`src/rtl/instruction_fetch.sv`:
```
// Instruction fetch unit: issues one outstanding memory read at a time,
// buffers returned words with their fetch PC in a small FIFO, reports
// misaligned fetch addresses as fault entries, and supports flush/redirect.
module instruction_fetch #(
  parameter int XLEN       = 32,
  parameter int FIFO_DEPTH = 2
) (
  input  logic            clk,
  input  logic            reset,
  input  logic [XLEN-1:0] pc_addr,
  output logic            pc_advance,
  input  logic            flush,
  output logic            mem_req,
  output logic [XLEN-1:0] mem_addr,
  input  logic            mem_gnt,
  input  logic            mem_rvalid,
  input  logic [XLEN-1:0] mem_rdata,
  output logic            instr_valid,
  input  logic            instr_ready,
  output logic [XLEN-1:0] instr,
  output logic [XLEN-1:0] instr_pc,
  output logic            instr_fault
);

  localparam int PW = (FIFO_DEPTH > 1) ? $clog2(FIFO_DEPTH) : 1;
  localparam int CW = PW + 1;
  localparam logic [CW-1:0] DEPTH_C = CW'(FIFO_DEPTH);

  typedef enum logic [2:0] {
    S_IDLE,
    S_REQ,
    S_WAIT,
    S_DROP,
    S_HALT
  } state_e;

  state_e          state_q, state_d;
  logic [XLEN-1:0] req_pc_q;
  logic [CW-1:0]   count_q;
  logic [PW-1:0]   wr_ptr_q, rd_ptr_q;

  logic [XLEN-1:0] data_mem [FIFO_DEPTH];
  logic [XLEN-1:0] pc_mem   [FIFO_DEPTH];
  logic            fault_mem[FIFO_DEPTH];

  logic            push, pop, latch_pc;
  logic [XLEN-1:0] push_data, push_pc;
  logic            push_fault;
  logic [CW-1:0]   count_after_push;

  assign instr_valid = (count_q != '0);
  assign pop         = instr_valid & instr_ready & ~flush;
  assign mem_req     = (state_q == S_REQ);
  assign mem_addr    = (state_q == S_REQ) ? pc_addr : '0;

  // Head outputs are gated by valid so stale (unreset) storage never leaks out.
  assign instr       = instr_valid ? data_mem[rd_ptr_q]  : '0;
  assign instr_pc    = instr_valid ? pc_mem[rd_ptr_q]    : '0;
  assign instr_fault = instr_valid ? fault_mem[rd_ptr_q] : 1'b0;

  // Occupancy after a response push, accounting for a same-cycle pop.
  assign count_after_push = count_q + CW'(1) - CW'(pop);

  // Next-state decode, FIFO push selection and the PC step pulse.
  always_comb begin
    state_d    = state_q;
    push       = 1'b0;
    push_data  = '0;
    push_pc    = '0;
    push_fault = 1'b0;
    pc_advance = 1'b0;
    latch_pc   = 1'b0;
    case (state_q)
      S_IDLE: begin
        if (!flush && (count_q < DEPTH_C)) begin
          if (pc_addr[1:0] != 2'b00) begin
            push       = 1'b1;
            push_pc    = pc_addr;
            push_fault = 1'b1;
            state_d    = S_HALT;
          end else begin
            state_d = S_REQ;
          end
        end
      end
      S_REQ: begin
        if (flush) begin
          // A grant in the flush cycle still leaves a response in flight.
          state_d = mem_gnt ? S_DROP : S_IDLE;
        end else if (mem_gnt) begin
          pc_advance = 1'b1;
          latch_pc   = 1'b1;
          state_d    = S_WAIT;
        end
      end
      S_WAIT: begin
        if (mem_rvalid) begin
          if (flush) begin
            state_d = S_IDLE;
          end else begin
            push      = 1'b1;
            push_data = mem_rdata;
            push_pc   = req_pc_q;
            state_d   = (count_after_push < DEPTH_C) ? S_REQ : S_IDLE;
          end
        end else if (flush) begin
          state_d = S_DROP;
        end
      end
      S_DROP: begin
        if (mem_rvalid) state_d = S_IDLE;
      end
      S_HALT: begin
        if (flush) state_d = S_IDLE;
      end
      default: state_d = S_IDLE;
    endcase
  end

  // Control state: FSM, request PC, FIFO pointers and occupancy.
  always_ff @(posedge clk) begin
    if (reset) begin
      state_q  <= S_IDLE;
      req_pc_q <= '0;
      count_q  <= '0;
      wr_ptr_q <= '0;
      rd_ptr_q <= '0;
    end else begin
      state_q <= state_d;
      if (latch_pc) req_pc_q <= pc_addr;
      if (flush) begin
        count_q  <= '0;
        wr_ptr_q <= '0;
        rd_ptr_q <= '0;
      end else begin
        count_q <= count_q + CW'(push) - CW'(pop);
        if (push) wr_ptr_q <= wr_ptr_q + PW'(1);
        if (pop)  rd_ptr_q <= rd_ptr_q + PW'(1);
      end
    end
  end

  // Buffer storage; validity is tracked entirely by the pointers and count.
  always_ff @(posedge clk) begin
    if (push) begin
      data_mem[wr_ptr_q]  <= push_data;
      pc_mem[wr_ptr_q]    <= push_pc;
      fault_mem[wr_ptr_q] <= push_fault;
    end
  end

endmodule
```
`config.mk`:
```
export PLATFORM = sky130hd
export DESIGN_NAME = instruction_fetch
export DESIGN_NICKNAME = d
export VERILOG_FILES = /design/src/rtl/instruction_fetch.sv
export SDC_FILE = /design/constraint.sdc
export NUM_CORES = 1
export LEC_CHECK = 0
export ABC_AREA = 0
export CELL_PAD_IN_SITES_DETAIL_PLACEMENT = 1
export CELL_PAD_IN_SITES_GLOBAL_PLACEMENT = 1
export CORE_MARGIN = 3
export CORE_UTILIZATION = 25
export CTS_BUF_LIST = sky130_fd_sc_hd__clkbuf_8
export CTS_CLUSTER_DIAMETER = 50
export DETAILED_ROUTE_END_ITERATION = 6
export GPL_TIMING_DRIVEN = 0
export PLACE_DENSITY = 0.54
export SYNTH_ARGS = -nofsm -noshare
export SYNTH_HDL_FRONTEND = slang
export SYNTH_SLANG_ARGS = --single-unit
```
`constraint.sdc`:
```
create_clock -name clk -period 6.1 [get_ports clk]
set_input_delay 1.22 -clock clk [delete_from_list [all_inputs] [get_ports clk]]
set_output_delay 1.22 -clock clk [all_outputs]
set_load 0.03 [all_outputs]
```
== Word-level counts from Yosys, hierarchy flattened ==
Memories as Yosys holds them, arrays and structs flattened. A register that Yosys moved wholly into a read port is not among the register bits.
Cells that the tools add are included.

* Flip-flop bits (word level): 39
* RAM bits: 130
* Bits of input ports: 70
* Output and inout port bits: 100
* Memories: 3

* Add/sub/neg operators: 6
* Magnitude comparators: 2
* Equality and inequality tests: 9
* Muxes and demuxes: 41
* Bitwise operators: 3
* Reductions and logical operators: 7

{| class="wikitable"
|+ Memories
! name !! depth !! width !! rd ports !! clocked after Yosys merged registers in !! write ports !! line !! text
|-
| data_mem || 2 || 32 || 1 || 1 || 1 || 42 || <nowiki>logic [XLEN-1:0] data_mem [FIFO_DEPTH];</nowiki>
|-
| pc_mem || 2 || 32 || 1 || 1 || 1 || 43 || <nowiki>logic [XLEN-1:0] pc_mem [FIFO_DEPTH];</nowiki>
|-
| fault_mem || 2 || 1 || 1 || 1 || 1 || 44 || <nowiki>logic fault_mem[FIFO_DEPTH];</nowiki>
|}

{| class="wikitable"
|+ Operators by type and width
! kind !! count
|-
| two-way mux 32 bit || 10
|-
| case mux 32 bit (2 select lines) || 1
|-
| two-way mux 3 bit || 8
|-
| two-way mux 1 bit || 19
|-
| case mux 3 bit (5 select lines) || 1
|-
| equality test 3 x 2 -> 1 bit (second input constant) || 2
|-
| inequality test 2 bit (second input constant) || 3
|-
| AND reduction 5 bit || 1
|-
| less-than comparator 2 bit (second input constant) || 2
|-
| nonzero test 2 bit || 2
|-
| subtractor 2 x 1 -> 2 bit || 2
|-
| equality test 3 x 1 -> 1 bit (second input constant) || 1
|-
| equality test 3 bit (second input constant) || 1
|-
| zero test 3 bit || 1
|-
| inequality test 3 x 2 -> 1 bit (second input constant) || 1
|-
| inequality test 3 bit (second input constant) || 1
|-
| adder 1 bit (second input constant) || 2
|-
| adder 2 x 1 -> 2 bit || 1
|-
| adder 2 x 1 -> 2 bit (second input constant) || 1
|-
| AND 1 bit || 2
|-
| two-way mux 2 bit || 1
|-
| case mux 1 bit (2 select lines) || 1
|-
| OR reduction 2 bit || 1
|-
| logical AND 1 bit || 1
|-
| other kinds (2) || 2
|}

== Longest topological paths before layout ==
* Depth in word-level cells: 9
* Mapped depth: 11
* Depth with buffers taken out: 10

== Worst setup path after synthesis ==
No wires, ideal clock.

* Kind: in2reg
* From: in flush
* To: mem data_mem[0][0], enable pin
* Library setup time: 0.488 ns
* Arrival time: 4.715 ns
* Data required time: 5.612 ns
* Slack: 0.896 ns
* Stages: 5
* Path buffers: 1
* Path through: nor2_1 nor4b_4 buf_2 nor2_1 nor2_1

* Cells in the longest elaborated chain, start to end: 6
* Elaborated cells between the ends (all ways): 8
* Classes of those cells: mux: 6; reduce/logical: 2

{| class="wikitable"
|+ RTL lines
! item !! line !! text
|-
| start, declared || 12 || <nowiki>input logic flush,</nowiki>
|-
| zero test 1 bit || 75 || <nowiki>if (!flush && (count_q < DEPTH_C)) begin</nowiki>
|-
| logical AND 1 bit || 75 ||
|-
| two-way mux 1 bit || 75 ||
|-
| case mux 1 bit (2 select lines) (*) || 73 || <nowiki>case (state_q)</nowiki>
|-
| two-way mux 1 bit (*) || 145 || <nowiki>if (push) begin</nowiki>
|-
| two-way mux 1 bit (implied by the code) (*) || 146 || <nowiki>data_mem[wr_ptr_q] <= push_data;</nowiki>
|-
| end, declared || 42 ||
|}

Every way passes the cells marked *; elsewhere a longest branch is shown, timed or not.

== Final worst setup path ==
* From: in flush
* To: out pc_advance

* Cells in the longest elaborated chain, start to end: 2

{| class="wikitable"
|+ RTL lines
! item !! line !! text
|-
| two-way mux 1 bit || 87 || <nowiki>if (flush) begin</nowiki>
|-
| two-way mux 1 bit || 73 ||
|-
| end, declared || 11 || <nowiki>output logic pc_advance,</nowiki>
|}

Every way passes these cells.

==> insert_results.sql <==
INSERT INTO impl_metrics (metric_group, metric, value, unit) VALUES
('outcome', 'status', 'finished, final reports clean', ''),
('synthesis', 'synth-edff-count', '130', ''),
('timing', 'report.final.setup_viol', '0', ''),
('timing', 'max_transition_margin', '36.93', '%'),
('synthesis', 'synth_commonest_cells', 'sky130_fd_sc_hd__edfxtp_1, sky130_fd_sc_hd__nor2_1, sky130_fd_sc_hd__mux2i_1, sky130_fd_sc_hd__nand2_1, sky130_fd_sc_hd__dfxtp_1', ''),
('synthesis', 'yosys_register_bits', '170', ''),
('drt', 'drt_iter0_markers', '260', ''),
('pwr', 'leakage_dissipation', '3.405', 'nW'),
('timing', 'worst_slew_pin_slew', '0.9420', 'ns'),
('worst_setup_path', 'path_max_fanout', '10', ''),
('drt', 'vias', '5274', ''),
('cts', 'worst_setup_hold_path_clk_slew', '0.10', 'ns'),
('global_routing', 'grt_start_max_net_pins', '37', ''),
('floorplan', 'placeableCoreArea', '0.02824', 'mm2'),
('worst_setup_path', 'worstSetupStartpoint', 'flush', ''),
('timing', 'fin_setup_tns', '0', 'ns'),
('worst_setup_path', 'crit_path_max_incr_delay', '0.72', 'ns'),
('cts', 'tritoncts.num_buffers', '17', ''),
('global_routing', 'groute.usage.overall', '13.56', '%'),
('floorplan', 'start_util', '25.74', '%'),
('timing', 'grt_setup_unrepaired', 'false', ''),
('pwr', 'power.ir.vdd_worst', '0.1044', 'mV'),
('floorplan', 'die_w', '176.5', 'um'),
('pwr', 'power_per_cell_area', '251.7', 'mW/mm2'),
('min_path', 'worstHoldStart', 'req_pc_q[5]$_SDFFE_PP0P_', ''),
('drt', 'route.detailed.vias_per_inst', '4.492', ''),
('timing', 'timing.clock.skew', '0.01472', 'ns'),
('cts', 'worstSkewPairLatency', '0.46', 'ns'),
('synthesis', 'synth.yosys.warnings', '0', ''),
('worst_setup_path', 'critical_path_class', 'in -> out', ''),
('global_routing', 'grt_antenna_before_repair', '0', ''),
('worst_setup_path', 'cp.arrival', '3.43', 'ns'),
('worst_setup_path', 'crit_top_cell', 'sky130_fd_sc_hd__clkdlybuf4s50_1', ''),
('timing', 'timing_hold_violations_final', '0', ''),
('finish', 'design.final.nets', '855', ''),
('synthesis', 'yosys.area.top_type', 'sky130_fd_sc_hd__edfxtp_1', ''),
('cts', 'max-clock-path-buffers', '2', ''),
('cts', 'tritoncts_num_sinks', '170', ''),
('synthesis', 'ys_dominant_reg_cell', 'sky130_fd_sc_hd__edfxtp_1', ''),
('synthesis', 'synth_area_per_cell', '12.28', 'um2'),
('worst_setup_path', 'critical_path.endpoint_type', 'primary output', ''),
('cts', 'cts.root.buffer_cell', 'sky130_fd_sc_hd__clkbuf_8', ''),
('cts', 'cts_post_setup_buffers_inserted', '0', ''),
('synthesis', 'synth_net_count', '664', ''),
('timing', 'fmax', '0.2150', 'GHz'),
('finish', 'antenna_cells', '0', ''),
('worst_setup_path', 'start_kind', 'input port', ''),
('worst_setup_path', 'crit_slowest_cell', 'sky130_fd_sc_hd__clkdlybuf4s50_1', ''),
('floorplan', 'die_h', '176.5', 'um'),
('floorplan', 'die_area', '0.03116', 'mm2'),
('finish', 'num-fill-cells', '3098', ''),
('floorplan', 'ioPinCount', '170', ''),
('place', 'port_buffers', '169', ''),
('drt', 'drt-wirelength-per-cell', '18.03', 'um'),
('synthesis', 'synth.lib_cells_used.distinct', '39', ''),
('drt', 'detail_route.drc_violations', '0', ''),
('worst_setup_path', 'crit_chain', 'clkdlybuf4s50_1 -> clkbuf_1 -> inv_1 -> nand3_2 -> inv_2 -> buf_2 -> clkdlybuf4s50_1', ''),
('worst_setup_path', 'crit-reg2reg-launch', 'state_q[1]$_SDFFE_PP0P_', ''),
('timing', 'finalMaxSlewViolations', '0', ''),
('pwr', 'report.power.total', '2.494', 'mW'),
('synthesis', 'mappedNetlistArea', '0.007269', 'mm2'),
('global_routing', 'grt_pass1_wl', '32240', 'um'),
('floorplan', 'floorplan.rows', '61', ''),
('drt', 'drt-pass1-iter-count', '4', ''),
('synthesis', 'postSynthCellCount', '592', ''),
('timing', 'period_needed', '4.652', 'ns'),
('worst_setup_path', 'cp_data_required_time', '4.88', 'ns'),
('drt', 'ant_nets', '0', ''),
('global_routing', 'grt_overflow', '0', ''),
('synthesis', 'synthMostInstantiatedCell', 'sky130_fd_sc_hd__edfxtp_1', ''),
('cts', 'ctsResizeCount', '0', '');
## power by group
part           internal [mW]  switching, mW
clock                  0.340          0.458
sequential              1.30         0.0138
combinational          0.158          0.222
total                   1.80          0.694
## worst max-delay path, delay by kind of cell
kind	cells	cell delay (ns)
and+or+nand+nor	1	0.16
buffers and inverters	6	2.05
## stage by stage
step                      instance area [um2]  instances  hold slack, ns  util, %
final                                    9908       1174          0.4609    35.09
after global placement                   9434       1139          0.4411    33.41
after detailed placement                 9509       1142          0.4485    33.67
after global routing                     9908       1174          0.4794    35.09
after floorplan                          7269        592          0.4360        -
after CTS                                9908       1174          0.4613    35.09
## logic make-up (layout without fill, tap and decap cells)
group | count (synthesis) | in the layout | synth area share (%)
flip-flops | 170 | 170 | 64.72
multiplexers | 65 | 65 | 8.950
XOR/XNOR | 4 | 4 | 0.4820
adder cells (fa/ha/maj) | 2 | 2 | 0.3442
AO/OA/AOI/OAI | 77 | 77 | 7.332
AND/OR/NAND/NOR | 224 | 224 | 15.08
buffers and inverters | 50 | 254 | 3.098
## state kept, by name, indices dropped and copies added (netlist names), named ones only
| signal | flops |
|---|---|
| data_mem | 64 |
| pc_mem | 64 |
| req_pc_q | 32 |
| state_q | 3 |
| count_q | 2 |
| fault_mem | 2 |
| rd_ptr_q | 1 |
| wr_ptr_q | 1 |
## routing by layer
metal	track usage [%]	up-vias	share of wire (%)
met5	0	-	0
met4	3.699	0	0.84
met3	3.075	15	4.2
met2	22.89	136	50
met1	17.55	2622	45
li1	-	2501	-
## worst paths after layout
| path | to | slack, ns | depth (start not counted) |
|---|---|---|---|
| max reg2reg | count_q[1]$_SDFF_PP0_ | 3.22 | 11 |
| max | pc_advance | 1.45 | 7 |
| min reg2reg | req_pc_q[5]$_SDFFE_PP0P_ | 0.46 | 2 |
| min | req_pc_q[5]$_SDFFE_PP0P_ | 0.46 | 2 |
## area by class of cell
class,count,area (um2),area share [%]
multi-input combinational,372,2355,23.77
clock inverter,15,165.2,1.667
timing repair buffer,172,1752,17.68
buffer,45,206.4,2.084
sequential,170,4705,47.48
clock buffer,17,234.0,2.361
inverter,5,18.77,0.1894
tap,378,473.0,4.773
## layout by cell type (no fill, tap or decap), types with 2 or more instances in the layout
cell / netlist / final
sky130_fd_sc_hd__a21oi_1: 34 / 34
sky130_fd_sc_hd__a22o_1: 32 / 32
sky130_fd_sc_hd__a31oi_1: 2 / 2
sky130_fd_sc_hd__and2_1: 33 / 33
sky130_fd_sc_hd__and3_1: 33 / 33
sky130_fd_sc_hd__buf_1: 4 / 4
sky130_fd_sc_hd__buf_12: 0 / 3
sky130_fd_sc_hd__buf_2: 15 / 15
sky130_fd_sc_hd__buf_6: 2 / 2
sky130_fd_sc_hd__clkbuf_1: 23 / 23
sky130_fd_sc_hd__clkbuf_8: 0 / 17
sky130_fd_sc_hd__clkdlybuf4s50_1: 0 / 169
sky130_fd_sc_hd__clkinv_4: 0 / 3
sky130_fd_sc_hd__clkinv_8: 0 / 2
sky130_fd_sc_hd__clkinvlp_4: 0 / 2
sky130_fd_sc_hd__dfxtp_1: 40 / 40
sky130_fd_sc_hd__edfxtp_1: 130 / 130
sky130_fd_sc_hd__ha_1: 2 / 2
sky130_fd_sc_hd__inv_1: 4 / 6
sky130_fd_sc_hd__inv_8: 0 / 4
sky130_fd_sc_hd__mux2i_1: 65 / 65
sky130_fd_sc_hd__nand2_1: 65 / 65
sky130_fd_sc_hd__nor2_1: 74 / 73
sky130_fd_sc_hd__nor2b_1: 3 / 3
sky130_fd_sc_hd__nor3_1: 4 / 4
sky130_fd_sc_hd__nor3b_1: 2 / 2
sky130_fd_sc_hd__nor4_1: 2 / 2
sky130_fd_sc_hd__o21ai_0: 2 / 2
sky130_fd_sc_hd__o41ai_1: 2 / 2
sky130_fd_sc_hd__xnor2_1: 2 / 2
sky130_fd_sc_hd__xor2_1: 2 / 2
No activity file was read; power rests on OpenSTA's default activity.
